==> config.mk <==
export PLATFORM = sky130hd
export DESIGN_NAME = pipe_stage_reg
export DESIGN_NICKNAME = d
export VERILOG_FILES = /design/src/rtl/cpu_pipe_pkg.sv /design/src/rtl/sat_counter.sv /design/src/rtl/pipe_stage_reg.sv
export SDC_FILE = /design/constraint.sdc
export NUM_CORES = 1
export LEC_CHECK = 0
export CAP_MARGIN = 15
export CORE_MARGIN = 3
export CORE_UTILIZATION = 42
export DETAILED_ROUTE_END_ITERATION = 16
export PLACE_DENSITY = 0.72
export SLEW_MARGIN = 15
export SYNTH_ARGS = -nofsm -noshare
export SYNTH_HDL_FRONTEND = slang
export SYNTH_HIERARCHICAL = 1
export SYNTH_SLANG_ARGS = --single-unit
==> constraint.sdc <==
create_clock -name clk -period 1.7 [get_ports clk]
set_input_delay 0.51 -clock clk [delete_from_list [all_inputs] [get_ports clk]]
set_output_delay 0.51 -clock clk [all_outputs]
set_load 0.005 [all_outputs]
==> src/rtl/cpu_pipe_pkg.sv <==
// ============================================================================
// Module      : cpu_pipe_pkg
// Description : Shared pipeline-stage types: handshake stage state encoding,
//               per-boundary payload structs and a state-to-occupancy helper.
// Revision    : 1.0 - initial release
// ============================================================================
`default_nettype none

package cpu_pipe_pkg;

    // Number of entries held by a stage register, encoded so the value doubles
    // as the occupancy count.
    typedef enum logic [1:0] {
        PS_EMPTY = 2'd0,
        PS_ONE   = 2'd1,
        PS_TWO   = 2'd2
    } stage_state_e;

    // IF/ID boundary payload
    typedef struct packed {
        logic [63:0] pc;
        logic [31:0] instr;
    } if_id_t;

    // ID/EX boundary payload
    typedef struct packed {
        logic [63:0] pc;
        logic [63:0] rs1_val;
        logic [63:0] rs2_val;
        logic [63:0] imm;
        logic [4:0]  rd;
        logic [5:0]  alu_op;
        logic        mem_rd;
        logic        mem_wr;
        logic        reg_wr;
    } id_ex_t;

    // EX/MEM boundary payload
    typedef struct packed {
        logic [63:0] alu_res;
        logic [63:0] store_val;
        logic [4:0]  rd;
        logic        mem_rd;
        logic        mem_wr;
        logic        reg_wr;
    } ex_mem_t;

    // MEM/WB boundary payload
    typedef struct packed {
        logic [63:0] wb_val;
        logic [4:0]  rd;
        logic        reg_wr;
    } mem_wb_t;

    // Entries held for a given state (0, 1 or 2).
    function automatic logic [1:0] occ_of(input stage_state_e st);
        case (st)
            PS_ONE:  occ_of = 2'd1;
            PS_TWO:  occ_of = 2'd2;
            default: occ_of = 2'd0;
        endcase
    endfunction

endpackage

`default_nettype wire

==> src/rtl/sat_counter.sv <==
// ============================================================================
// Module      : sat_counter
// Description : Up-counter that sticks at its maximum value instead of wrapping.
//               Cleared only by the asynchronous active-low reset.
// Revision    : 1.0 - initial release
// ============================================================================
`default_nettype none

module sat_counter #(
    parameter int CNT_W = 16
) (
    input  logic             clk,
    input  logic             reset,
    input  logic             inc,
    output logic [CNT_W-1:0] count
);

    logic [CNT_W-1:0] count_q;

    // Count up on each qualifying cycle, holding once all ones is reached
    always_ff @(posedge clk or negedge reset) begin
        if (!reset) begin
            count_q <= '0;
        end else if (inc && (count_q != {CNT_W{1'b1}})) begin
            count_q <= count_q + 1'b1;
        end
    end

    assign count = count_q;

endmodule

`default_nettype wire

==> src/rtl/pipe_stage_reg.sv <==
// ============================================================================
// Module      : pipe_stage_reg
// Description : Pipeline stage register with valid/ready handshake, two-entry
//               skid buffer, flush, stall and a saturating bubble counter.
//               in_ready is a function of state flops and stall only, which
//               cuts the backpressure path between adjacent stages.
// Revision    : 1.0 - initial release
// ============================================================================
`default_nettype none

module pipe_stage_reg
    import cpu_pipe_pkg::*;
#(
    parameter int WIDTH = 64,
    parameter int CNT_W = 16
) (
    input  logic             clk,
    input  logic             reset,
    input  logic             in_valid,
    output logic             in_ready,
    input  logic [WIDTH-1:0] in_data,
    output logic             out_valid,
    input  logic             out_ready,
    output logic [WIDTH-1:0] out_data,
    input  logic             stall,
    input  logic             flush,
    output logic [1:0]       occupancy,
    output logic [CNT_W-1:0] bubble_cnt
);

    stage_state_e     state_q;
    logic [WIDTH-1:0] main_q;
    logic [WIDTH-1:0] skid_q;
    logic             in_fire;
    logic             out_fire;

    // Handshake terms come from state flops and stall only, never out_ready
    assign in_ready  = (state_q != PS_TWO)   && !stall;
    assign out_valid = (state_q != PS_EMPTY) && !stall;
    assign in_fire   = in_valid  && in_ready;
    assign out_fire  = out_valid && out_ready;

    assign out_data  = main_q;
    assign occupancy = occ_of(state_q);

    // State and payload update; flush wins over every other condition and
    // leaves payload registers untouched
    always_ff @(posedge clk or negedge reset) begin
        if (!reset) begin
            state_q <= PS_EMPTY;
            main_q  <= '0;
            skid_q  <= '0;
        end else if (flush) begin
            state_q <= PS_EMPTY;
        end else begin
            case (state_q)
                PS_EMPTY: begin
                    if (in_fire) begin
                        state_q <= PS_ONE;
                        main_q  <= in_data;
                    end
                end
                PS_ONE: begin
                    if (in_fire && out_fire) begin
                        main_q  <= in_data;
                    end else if (in_fire) begin
                        state_q <= PS_TWO;
                        skid_q  <= in_data;
                    end else if (out_fire) begin
                        state_q <= PS_EMPTY;
                    end
                end
                PS_TWO: begin
                    // in_ready is low here, so only the drain can happen
                    if (out_fire) begin
                        state_q <= PS_ONE;
                        main_q  <= skid_q;
                    end
                end
                default: begin
                    state_q <= PS_EMPTY;
                end
            endcase
        end
    end

    // Bubble: downstream ready but nothing valid to give it (stall included)
    sat_counter #(
        .CNT_W (CNT_W)
    ) u_bubble_cnt (
        .clk   (clk),
        .reset (reset),
        .inc   (out_ready && !out_valid),
        .count (bubble_cnt)
    );

endmodule

`default_nettype wire

Word-level counts from Yosys, hierarchy flattened

Index checks and enable logic that the tools add are counted.

Bitwise gates (word level): 2
Mux-type cells: 12
Eq/ne operators: 11
Reduce and logical (&&, ||, !) cells: 15
Add/sub/neg operators: 1

Operators by type and width:

| kind                                                            | number |
|---|---|
| 64-bit two-way mux                                              | 3 |
| 64-bit case mux with 3 select lines                             | 1 |
| 16-bit by 1-bit adder with 16-bit output, second input constant | 1 |
| 16-bit inequality test, second input constant                   | 1 |
| 2-bit two-way mux                                               | 6 |
| 3-bit inequality test, second input constant                    | 3 |
| 2-bit inequality test, second input constant                    | 4 |
| 4-bit AND reduction                                             | 2 |
| 1-bit logical AND                                               | 7 |
| 2-bit case mux with 3 select lines                              | 1 |
| 5-bit AND reduction                                             | 1 |
| 4-bit inequality test, second input constant                    | 1 |
| 2-bit case mux with 2 select lines                              | 1 |
| 3-bit nonzero test                                              | 1 |
| 2-bit by 1-bit == test with 1-bit output, second input constant | 1 |
| 2-bit == test, second input constant                            | 1 |
| 1-bit zero test                                                 | 2 |
| 2-bit zero test                                                 | 1 |
| 1-bit NOT                                                       | 2 |
| 2-bit nonzero test                                              | 1 |

Flip-flop bits (word level): 146
Word-level logic and storage cells: 45

Logic depth before layout (Yosys ltp)

Gate-level depths: netlist (run 1).

Depth in word-level cells: 8
Mapped depth: 7

Modules after synthesis

The synthesis (run 1) kept the hierarchy.

Modules (own cells, without submodules):

| module         | cells an instance | area an instance (sq um) | times used |
|---|---|---|---|
| pipe_stage_reg | 449               | 5908.2                   | 1 |
| sat_counter    | 72                | 859.6                    | 1 |

Worst setup path after synthesis (run 1)

OpenSTA, ideal clock, no wires.

Path kind: flip-flop to flip-flop
From: reg state_q[1]
To: reg u_bubble_cnt.count_q[5] (netlist: u_bubble_cnt/count[5])
Data required time: 1.581 ns
Path slack: -0.018 ns
Arrival time: 1.600 ns
Period minus slack after synthesis: 1.718 ns
Setup time: 0.119 ns
Stages on the path, launching flop included: 8
Path through: dfrtp_1 > nor2_1 > nor2_1 > nor2b_1 > and3_1 > and4_2 > o211ai_1 > o21a_1

Word-level cells in the longest chain between the ends: 5

RTL lines:

| item                   | line                 | text |
|---|---|---|
| from (decl)            | pipe_stage_reg.sv:31 | `stage_state_e state_q;` |
| from (signal assigned) | pipe_stage_reg.sv:50 | `state_q <= PS_EMPTY;` |
| from (signal assigned) | pipe_stage_reg.sv:54 | `state_q <= PS_EMPTY;` |
| from (signal assigned) | pipe_stage_reg.sv:59 | `state_q <= PS_ONE;` |
| 2-bit nonzero test     | pipe_stage_reg.sv:39 | `assign out_valid = (state_q != PS_EMPTY) && !stall;` |
| 1-bit logical AND      | pipe_stage_reg.sv:39 |  |
| via out_valid          | pipe_stage_reg.sv:22 | `output logic out_valid,` |
| 1-bit zero test        | pipe_stage_reg.sv:93 | `.inc (out_ready && !out_valid),` |
| 1-bit logical AND      | pipe_stage_reg.sv:93 |  |
| 1-bit logical AND      | sat_counter.sv:24    | `end else if (inc && (count_q != {CNT_W{1'b1}})) begin` |
| to (signal assigned)   | sat_counter.sv:25    | `count_q <= count_q + 1'b1;` |
| to (decl)              | sat_counter.sv:18    | `logic [CNT_W-1:0] count_q;` |

The timed path passes the listed nets, and every way through them passes these cells.
A chain may end at the register's enable or synchronous reset.

Worst setup path after layout (run 1)

From: reg state_q[1]
To: out occupancy[0]

Word-level cells in the longest chain between the ends: 2
Elaborated cells between the ends (all ways): 3

RTL lines:

| item                                                                             | line                 | text |
|---|---|---|
| 2-bit == test / 2-bit by 1-bit == test with 1-bit output (equally long branches) | cpu_pipe_pkg.sv:57   | `case (st)` |
| 2-bit case mux with 2 select lines *                                             | cpu_pipe_pkg.sv:57   |  |
| to (decl)                                                                        | pipe_stage_reg.sv:27 | `output logic [1:0] occupancy,` |

Every way passes the cells marked *; elsewhere a longest branch is shown, timed or not.

==> report_table.html, run 1 <==
<table>
<tr><th>Metric</th><th>Value</th></tr>
<tr><th colspan="2">Status</th></tr>
<tr><td>Result of the run</td><td>finished, violations left</td></tr>
<tr><td>Violations in the final reports</td><td>setup timing</td></tr>
<tr><th colspan="2">Floorplan</th></tr>
<tr><td>I/O pin cnt</td><td>154</td></tr>
<tr><td>Die Area</td><td>between 0.015 and 0.02 sq mm</td></tr>
<tr><td>Height of the die</td><td>about 130 um</td></tr>
<tr><td>Standard cell core area</td><td>0.0155 sq mm</td></tr>
<tr><td>Starting density of the core</td><td>between 40% and 50%</td></tr>
<tr><td>Placement Rows</td><td>45</td></tr>
<tr><td>Die W</td><td>between 100 and 150 um</td></tr>
<tr><th colspan="2">Drt</th></tr>
<tr><td>Final wirelength</td><td>just under 20000 um</td></tr>
<tr><td>WL per Instance</td><td>20.1 um</td></tr>
<tr><td>Routed met3 length</td><td>1410 um</td></tr>
<tr><td>Routed length on met1</td><td>8390 um</td></tr>
<tr><td>Total met2 wirelength after detailed routing</td><td>9550 um</td></tr>
<tr><td>Detailed Routing Iterations Pass 1</td><td>7</td></tr>
<tr><td>Top metal layer carrying routed signals</td><td>met5</td></tr>
<tr><td>Via-to-Cell Ratio</td><td>5.55</td></tr>
<tr><td>Total via count in the routed design</td><td>5427</td></tr>
<tr><td>Drt drc</td><td>0</td></tr>
<tr><td>Initial detailed-routing violation count</td><td>~350</td></tr>
<tr><td>Post-DRT Antenna Nets</td><td>0</td></tr>
<tr><th colspan="2">Synthesis</th></tr>
<tr><td>Area of the mapped netlist</td><td>0.00677 sq mm</td></tr>
<tr><td>Leading area contributor after synthesis</td><td>dfrtp_1</td></tr>
<tr><td>Mean post-synth cell area</td><td>13.0 sq um</td></tr>
<tr><td>Mapped Nets</td><td>592</td></tr>
<tr><td>Number of distinct standard cells referenced by the synthesized netlist</td><td>43</td></tr>
<tr><td>Synth Instances</td><td>521</td></tr>
<tr><td>Number of synthesized flops with an enable pin</td><td>0</td></tr>
<tr><td>Top cell type's share of synthesized area</td><td>54.0%</td></tr>
<tr><td>YS warnings</td><td>6</td></tr>
<tr><td>Sequential element share of the synthesized area</td><td>54.0%</td></tr>
<tr><td>Largest cells by area after synthesis</td><td>dfrtp_1 54%, mux2_4 11%, mux2i_1 9.5%</td></tr>
<tr><td>Predominant post-synthesis flop cell</td><td>dfrtp_1</td></tr>
<tr><td>Post-synth ARST share</td><td>100%</td></tr>
<tr><td>Yosys reg bits</td><td>146</td></tr>
<tr><th colspan="2">Layout</th></tr>
<tr><td>End-of-flow core utilization</td><td>66.4%</td></tr>
<tr><td>Total number of nets in the final design</td><td>825</td></tr>
<tr><td>Fraction of final layout cells sized beyond drive strength 1</td><td>31.3%</td></tr>
<tr><td>Area of all placed cells without fillers</td><td>0.0103 sq mm</td></tr>
<tr><td>Area Growth Syn to Fin</td><td>52.0%</td></tr>
<tr><td>Fillers</td><td>~1100</td></tr>
<tr><th colspan="2">Hold path</th></tr>
<tr><td>Class of the worst hold path</td><td>input port to async pin</td></tr>
<tr><th colspan="2">Run</th></tr>
<tr><td>Number of max-cap violations</td><td>0</td></tr>
<tr><th colspan="2">STA</th></tr>
<tr><td>Worst Hold Margin</td><td>5.23 ps</td></tr>
<tr><td>Tightest Pin Transition</td><td>437 ps</td></tr>
<tr><td>Final Cycle Share</td><td>110%</td></tr>
<tr><td>Number of setup violations in the final report</td><td>136</td></tr>
<tr><td>Number of max-slew violations in the final report</td><td>0</td></tr>
<tr><td>Min Clock Period, post-route</td><td>roughly 1900 ps</td></tr>
<tr><td>Highest attainable clock frequency</td><td>around 0.54 GHz</td></tr>
<tr><td>Setup Skew</td><td>7.38 ps</td></tr>
<tr><td>Post-layout worst setup margin</td><td>-162 ps</td></tr>
<tr><td>Final number of hold-violating endpoints</td><td>0</td></tr>
<tr><td>Unrepaired setup endpoints after global routing</td><td>yes</td></tr>
<tr><td>Worst relative slew slack</td><td>a little over two thirds</td></tr>
<tr><th colspan="2">Critical path</th></tr>
<tr><td>Cell-by-cell listing of the critical path</td><td>buf_6 &gt; buf_6 &gt; nor2b_4 &gt; buf_6</td></tr>
<tr><td>Critical path startpoint category</td><td>register</td></tr>
<tr><td>Arrival time of data at the critical path endpoint</td><td>around 1400 ps</td></tr>
<tr><td>Type of destination of the critical path</td><td>output port</td></tr>
<tr><td>Type of the worst setup path</td><td>register to output port</td></tr>
<tr><td>WP buf/inv</td><td>3</td></tr>
<tr><td>Cell with the most instances on the worst path</td><td>buf_6</td></tr>
<tr><td>FF-to-FF Start</td><td>state_q[0]</td></tr>
<tr><td>Endpoint required time on the critical path</td><td>~1200 ps</td></tr>
<tr><td>Highest net fanout along the worst path</td><td>3</td></tr>
<tr><td>Kind of cell with the highest combined delay on the critical path</td><td>flip-flops</td></tr>
<tr><td>Start point of the critical path</td><td>state_q[1]</td></tr>
<tr><td>Worst R2R Path Depth</td><td>8</td></tr>
<tr><td>Slowest stage delay, CP</td><td>410 ps</td></tr>
<tr><td>Count of cell instances traversed by the critical path</td><td>4</td></tr>
<tr><td>Max stage delay cell, worst path</td><td>dfrtp_2</td></tr>
<tr><th colspan="2">Power</th></tr>
<tr><td>Worst IR drop on VDD</td><td>0.701 mV</td></tr>
<tr><td>Static Leak</td><td>4.63 nW</td></tr>
<tr><td>Power density over the cells</td><td>1060 mW/mm^2</td></tr>
<tr><td>Post-route total power</td><td>10.9 mW</td></tr>
<tr><th colspan="2">Clock tree</th></tr>
<tr><td>Clock network latency to the later pin of the worst-skew pair</td><td>420 ps</td></tr>
<tr><td>Clock root cell</td><td>clkbuf_16</td></tr>
<tr><td># H-tree levels</td><td>4</td></tr>
<tr><td>Number of buffers on the longest clock path</td><td>2</td></tr>
<tr><td>Number of sinks handled by clock tree synthesis</td><td>146</td></tr>
<tr><td>TritonCTS clock tree</td><td>yes</td></tr>
<tr><td>Cts bufs inserted</td><td>17</td></tr>
<tr><td>Clock transition at path regs</td><td>60 ps</td></tr>
<tr><th colspan="2">Global route</th></tr>
<tr><td>Wire length of the first global-routing pass</td><td>28500 um</td></tr>
<tr><td>Number of global-route vias before repair</td><td>5479</td></tr>
<tr><td>Number of antenna violations at the first check in global routing</td><td>1</td></tr>
<tr><td>Global Route Usage Sum</td><td>20.0%</td></tr>
<tr><td>Total overflow reported by the global router</td><td>0</td></tr>
<tr><td>Largest net degree at the start of global routing</td><td>85</td></tr>
<tr><th colspan="2">Place</th></tr>
<tr><td>Hpwl dp</td><td>11500 um</td></tr>
<tr><td>Area of placed instances</td><td>0.00883 sq mm</td></tr>
<tr><td>Post-placement setup slack</td><td>-618 ps</td></tr>
<tr><td>Quantity of I/O buffers inserted on ports</td><td>approximately 150</td></tr>
<tr><td>Final weighted congestion in routability-driven placement</td><td>between 0.8 and 0.9</td></tr>
</table>
-- worst reg2reg max path, stage by stage (launching register included) --
cell,delay (ps)
dfrtp_1,400
buf_4,150
buf_4,120
nor2b_2,160
o21ai_4,290
clkbuf_16,240
clkbuf_16,140
a21oi_1,60
a31oi_1,180
-- report_power, final --
| group | internal [mW] | switching [mW] | total, mW |
|---|---|---|---|
| clock | 2.23 | 1.42 | 3.64 |
| sequential | 4.15 | 0.400 | 4.55 |
| combinational | 1.57 | 1.11 | 2.69 |
| total | 7.95 | 2.93 | 10.9 |
-- cell usage in the layout, fill, tap and decap left out, types with 8 or more instances in the layout --
| master | instances |
|---|---|
| clkdlybuf4s50_1 | 66 |
| dfrtp_1 | 134 |
| dlygate4sd2_1 | 82 |
| mux2i_1 | 64 |
| dfrtp_2 | 12 |
| mux2_2 | 10 |
| clkbuf_16 | 33 |
| buf_6 | 19 |
| mux2_4 | 54 |
| a21oi_1 | 67 |
| buf_12 | 17 |
| nand4_1 | 8 |
| buf_4 | 51 |
| a31oi_1 | 67 |
-- layer usage --
metal  up-vias  GRT usage [%]
met5         -              0
met4         2           6.35
met2       202           31.3
met3        31           6.50
met1      2757           26.6
li1       2435              -
-- synthesized netlist by cell type, types with 5 or more instances --
master,n
dfrtp_1,146
a21oi_1,69
a31oi_1,67
mux2i_1,64
mux2_4,49
buf_2,16
clkbuf_1,13
buf_6,11
mux2_2,10
nand4_1,8
nor2_1,7
mux2_1,6
nand2_1,6
nand3_1,5
o21a_1,5
xnor2_1,5
-- cell type report --
| cell class | count | area, sq um | share of cell area [%] |
|---|---|---|---|
| sequential | 146 | 3670 | 35.7 |
| multi-input combinational | 332 | 2980 | 29.0 |
| timing repair buffer | 256 | 2790 | 27.1 |
| clock buffer | 22 | 464 | 4.51 |
| tap | 211 | 264 | 2.57 |
| clock inverter | 9 | 108 | 1.05 |
| inverter | 1 | 8.76 | 0.0852 |
| antenna | 1 | 2.50 | 0.0243 |
-- state kept, by name, summed over array words and instances, names as in the netlist --
name                cells
out_data               64
skid_q                 64
state_q                 2
u_bubble_cnt/count     16
-- timing repair --
action	4_1_cts	5_1_grt
pin swaps	7	5
hold buffers	0	0
setup buffers	29	11
gates cloned	0	19
endpoints found under the setup margin	177	91
gates resized for setup	133	38
-- worst paths after layout --
path                            slack [ps]               endpoint
worst max-delay path                  -160           occupancy[0]
worst min-delay path                     5             skid_q[57]
worst max register to register        -120           out_data[25]
worst min register to register         510              skid_q[5]
max in group asynchronous             1170  u_bubble_cnt/count[6]
min in group clk                       510              skid_q[5]
-- logic make-up (layout without fill, tap and decap cells) --
kind of cell             count (synthesis)  after routing  synth area share, %
AO/OA/AOI/OAI                          149            149                 12.9
flip-flops                             146            146                 54.0
multiplexers                           129            129                 23.0
AND/OR/NAND/NOR                         46             46                 5.05
buffers and inverters                   43            288                 4.01
XOR/XNOR                                 7              7                0.906
adder cells (fa/ha/maj)                  1              1                0.185
other                                    0              1                    0
-- stage by stage --
step	setup TNS [ps]	cells
2_1_floorplan	0	521
3_3_place_gp	-57380	888
3_5_place_dp	-64260	888
4_1_cts	-428	948
5_1_grt	-17830	977
6_report	-9670	978
(Power assumes the default switching activity.)
==> run 2: changes to the inputs <==
--- a/config.mk
+++ b/config.mk
@@ -10,6 +10,7 @@
 export CORE_UTILIZATION = 42
 export DETAILED_ROUTE_END_ITERATION = 16
 export PLACE_DENSITY = 0.72
+export RECOVER_POWER = 25
 export SLEW_MARGIN = 15
 export SYNTH_ARGS = -nofsm -noshare
 export SYNTH_HDL_FRONTEND = slang
==> run 2 against run 1 <==
Effect of this change: the flow still finishes with violations (setup timing); clock power about the same; combinational power about the same; sequential power about the same; fmax increased by 0.23%; clock skew about the same; highest routed layer unchanged.
==> report_table.html, run 2 (synthesized netlist as in run 1, its figures left out) <==
<table>
<tr><th>Metric</th><th>Value</th></tr>
<tr><th colspan="2">STA</th></tr>
<tr><td>Number of setup violations in the final report</td><td>137 (+0.74%)</td></tr>
<tr><td>Final Cycle Share</td><td>109% (-0.25 points)</td></tr>
<tr><td>Number of max-slew violations in the final report</td><td>0 (unchanged)</td></tr>
<tr><td>Min Clock Period, post-route</td><td>1860 ps (-4.31 ps)</td></tr>
<tr><td>Setup Skew</td><td>7.88 ps (+0.497 ps)</td></tr>
<tr><td>Unrepaired setup endpoints after global routing</td><td>yes</td></tr>
<tr><td>TNS Setup</td><td>-9300 ps (+369 ps)</td></tr>
<tr><td>Highest attainable clock frequency</td><td>0.538 GHz (+0.23%)</td></tr>
<tr><td>Final number of hold-violating endpoints</td><td>0 (unchanged)</td></tr>
<tr><td>Tightest Pin Transition</td><td>1060 ps (+624 ps)</td></tr>
<tr><td>Worst relative slew slack</td><td>29.2% (-42 points)</td></tr>
<tr><td>Post-layout worst setup margin</td><td>-158 ps (+4.31 ps)</td></tr>
<tr><th colspan="2">Critical path</th></tr>
<tr><td>Endpoint required time on the critical path</td><td>1190 ps (about the same)</td></tr>
<tr><td>Worst R2R Path Depth</td><td>8 (unchanged)</td></tr>
<tr><td>Type of destination of the critical path</td><td>output port</td></tr>
<tr><td>Reg-to-reg endpoint</td><td>out_data[7]</td></tr>
<tr><td>Arrival time of data at the critical path endpoint</td><td>1350 ps (about the same)</td></tr>
<tr><td>FF-to-FF Start</td><td>state_q[0]</td></tr>
<tr><td>Kind of cell with the highest combined delay on the critical path</td><td>flip-flops</td></tr>
<tr><td>Highest net fanout along the worst path</td><td>4 (+1)</td></tr>
<tr><td>Slowest stage delay, CP</td><td>400 ps (about the same)</td></tr>
<tr><td>Register-to-Register Setup Slack</td><td>-110 ps (about the same)</td></tr>
<tr><td>Critical path startpoint category</td><td>register</td></tr>
<tr><td>Start point of the critical path</td><td>state_q[0]</td></tr>
<tr><td>Max stage delay cell, worst path</td><td>dfrtp_1</td></tr>
<tr><td>Cell-by-cell listing of the critical path</td><td>buf_4 &gt; nand2b_4 &gt; clkinv_4 &gt; nor2_4 &gt; buf_6</td></tr>
<tr><td>Count of cell instances traversed by the critical path</td><td>5 (+1)</td></tr>
<tr><td>Worst setup endpoint</td><td>in_ready</td></tr>
<tr><td>Type of the worst setup path</td><td>register to output port</td></tr>
<tr><td>WP buf/inv</td><td>3 (unchanged)</td></tr>
<tr><th colspan="2">Floorplan</th></tr>
<tr><td>I/O pin cnt</td><td>154 (unchanged)</td></tr>
<tr><td>Die Area</td><td>0.0177 sq mm (unchanged)</td></tr>
<tr><td>Standard cell core area</td><td>0.0155 sq mm (unchanged)</td></tr>
<tr><td>Starting density of the core</td><td>43.7% (unchanged)</td></tr>
<tr><td>Placement Rows</td><td>45 (unchanged)</td></tr>
<tr><td>Height of the die</td><td>133 um (unchanged)</td></tr>
<tr><td>Die W</td><td>133 um (unchanged)</td></tr>
<tr><th colspan="2">Clock tree</th></tr>
<tr><td># H-tree levels</td><td>4 (unchanged)</td></tr>
<tr><td>Post-CTS Hold Fix Bufs</td><td>0 (unchanged)</td></tr>
<tr><td>Number of sinks handled by clock tree synthesis</td><td>146 (unchanged)</td></tr>
<tr><td>Clock network latency to the later pin of the worst-skew pair</td><td>420 ps (about the same)</td></tr>
<tr><td>Clock root cell</td><td>clkbuf_16</td></tr>
<tr><td>Number of buffers on the longest clock path</td><td>2 (unchanged)</td></tr>
<tr><td>Clock transition at path regs</td><td>60 ps (about the same)</td></tr>
<tr><td>TritonCTS clock tree</td><td>yes</td></tr>
<tr><td>Cts bufs inserted</td><td>17 (unchanged)</td></tr>
<tr><th colspan="2">Layout</th></tr>
<tr><td>Commonest cells after routing, fill and taps aside</td><td>134 x dfrtp_1, 82 x dlygate4sd2_1, 67 x a21oi_1, 67 x a31oi_1, 66 x clkdlybuf4s50_1</td></tr>
<tr><td>Most frequent standard cell in the layout excluding fill and tap cells</td><td>dfrtp_1</td></tr>
<tr><td>Area Growth Syn to Fin</td><td>51.6%</td></tr>
<tr><td>Fraction of final layout cells sized beyond drive strength 1</td><td>31.2% (-0.13 points)</td></tr>
<tr><td>Area of all placed cells without fillers</td><td>0.0103 sq mm (-0.24%)</td></tr>
<tr><td>Final std cells w/o fill</td><td>978 (unchanged)</td></tr>
<tr><td>Total number of nets in the final design</td><td>825 (unchanged)</td></tr>
<tr><th colspan="2">Status</th></tr>
<tr><td>Result of the run</td><td>finished, violations left</td></tr>
<tr><td>Violations in the final reports</td><td>setup timing</td></tr>
<tr><th colspan="2">Drt</th></tr>
<tr><td>Via-to-Cell Ratio</td><td>5.55 (about the same)</td></tr>
<tr><td>Initial detailed-routing violation count</td><td>329 (-4.6%)</td></tr>
<tr><td>Post-DRT Antenna Nets</td><td>0 (unchanged)</td></tr>
<tr><td>WL per Instance</td><td>20.2 um (+0.26%)</td></tr>
<tr><td>Final wirelength</td><td>19700 um (+0.26%)</td></tr>
<tr><td>Detailed Routing Iterations Pass 1</td><td>5 (-2)</td></tr>
<tr><td>Drt drc</td><td>0 (unchanged)</td></tr>
<tr><td>Total via count in the routed design</td><td>5428 (+0.018%)</td></tr>
<tr><th colspan="2">Global route</th></tr>
<tr><td>Wire length of the first global-routing pass</td><td>28500 um (unchanged)</td></tr>
<tr><td>Total overflow reported by the global router</td><td>0 (unchanged)</td></tr>
<tr><td>Number of antenna violations at the first check in global routing</td><td>1 (unchanged)</td></tr>
<tr><td>Largest net degree at the start of global routing</td><td>85 (unchanged)</td></tr>
<tr><td>Number of global-route vias before repair</td><td>5479 (unchanged)</td></tr>
<tr><td>Global Route Usage Sum</td><td>20.0% (unchanged)</td></tr>
<tr><th colspan="2">Hold path</th></tr>
<tr><td>Class of the worst hold path</td><td>input port to async pin</td></tr>
<tr><th colspan="2">Run</th></tr>
<tr><td>Number of max-cap violations</td><td>0 (unchanged)</td></tr>
<tr><th colspan="2">Place</th></tr>
<tr><td>Quantity of I/O buffers inserted on ports</td><td>153 (unchanged)</td></tr>
<tr><td>Hpwl dp</td><td>11500 um (unchanged)</td></tr>
<tr><td>Cell total after placement</td><td>888 (unchanged)</td></tr>
<tr><td>Final weighted congestion in routability-driven placement</td><td>0.868 (unchanged)</td></tr>
<tr><td>Area of placed instances</td><td>0.00883 sq mm (unchanged)</td></tr>
<tr><th colspan="2">Power</th></tr>
<tr><td>Power density over the cells</td><td>1060 mW/mm^2 (+0.17%)</td></tr>
<tr><td>Static Leak</td><td>4.62 nW (-0.23%)</td></tr>
<tr><td>Worst IR drop on VDD</td><td>0.699 mV (-0.19%)</td></tr>
<tr><td>Post-route total power</td><td>10.9 mW (about the same)</td></tr>
</table>
[run 2: through the flow]
stage / hold WS [ps] / util (%) / setup WS (ps)
4_1_cts: 0.244 / 62.1 / -113
3_3_place_gp: 439 / 57.0 / -577
6_report: 279 / 66.3 / -158
2_1_floorplan: 214 / - / 72.4
3_5_place_dp: 449 / 57.0 / -618
5_1_grt: 327 / 66.2 / -209
[run 2: worst min-delay path by stage]
stage,from,endpoint,cells past startpoint
after floorplan,reset,out_data[0],0
after global routing,reset,out_data[60],1
after CTS,reset,out_data[60],1
final,reset,skid_q[57],1
after global placement,reset,out_data[60],1
after detailed placement,reset,out_data[60],1
[run 2: metal layers]
metal / part of all wire, % / global-route usage (%) / wire [um] / up-vias
li1: - / - / - / 2438
met1: 42 / 26.6 / 8320 / 2756
met3: 7.5 / 6.50 / 1470 / 26
met4: 1.5 / 6.35 / 288 / 2
met2: 49 / 31.3 / 9620 / 206
met5: 0.081 / 0 / 16 / -
[run 2: layout make-up]
cell class / instances / area, sq um
inverters: 1 / 8.76
fillers: 1145 / 5220
diodes: 1 / 2.50
clock inverters: 9 / 108
repair buffers: 256 / 2770
clock buffers: 22 / 464
well taps: 211 / 264
flip-flops and latches: 146 / 3670
multi-input cells: 332 / 2980
[run 2: repair_timing]
item	in CTS	in global routing
buffers inserted	29	11
gates resized for setup	133	38
setup endpoints to repair	177	91
pin swaps	7	5
cloned	0	19
hold endpoints to repair	0	0
[run 2: where the power goes]
group          internal [mW]  switching (mW)
clock                   2.23            1.41
sequential              4.15           0.402
combinational           1.57            1.11
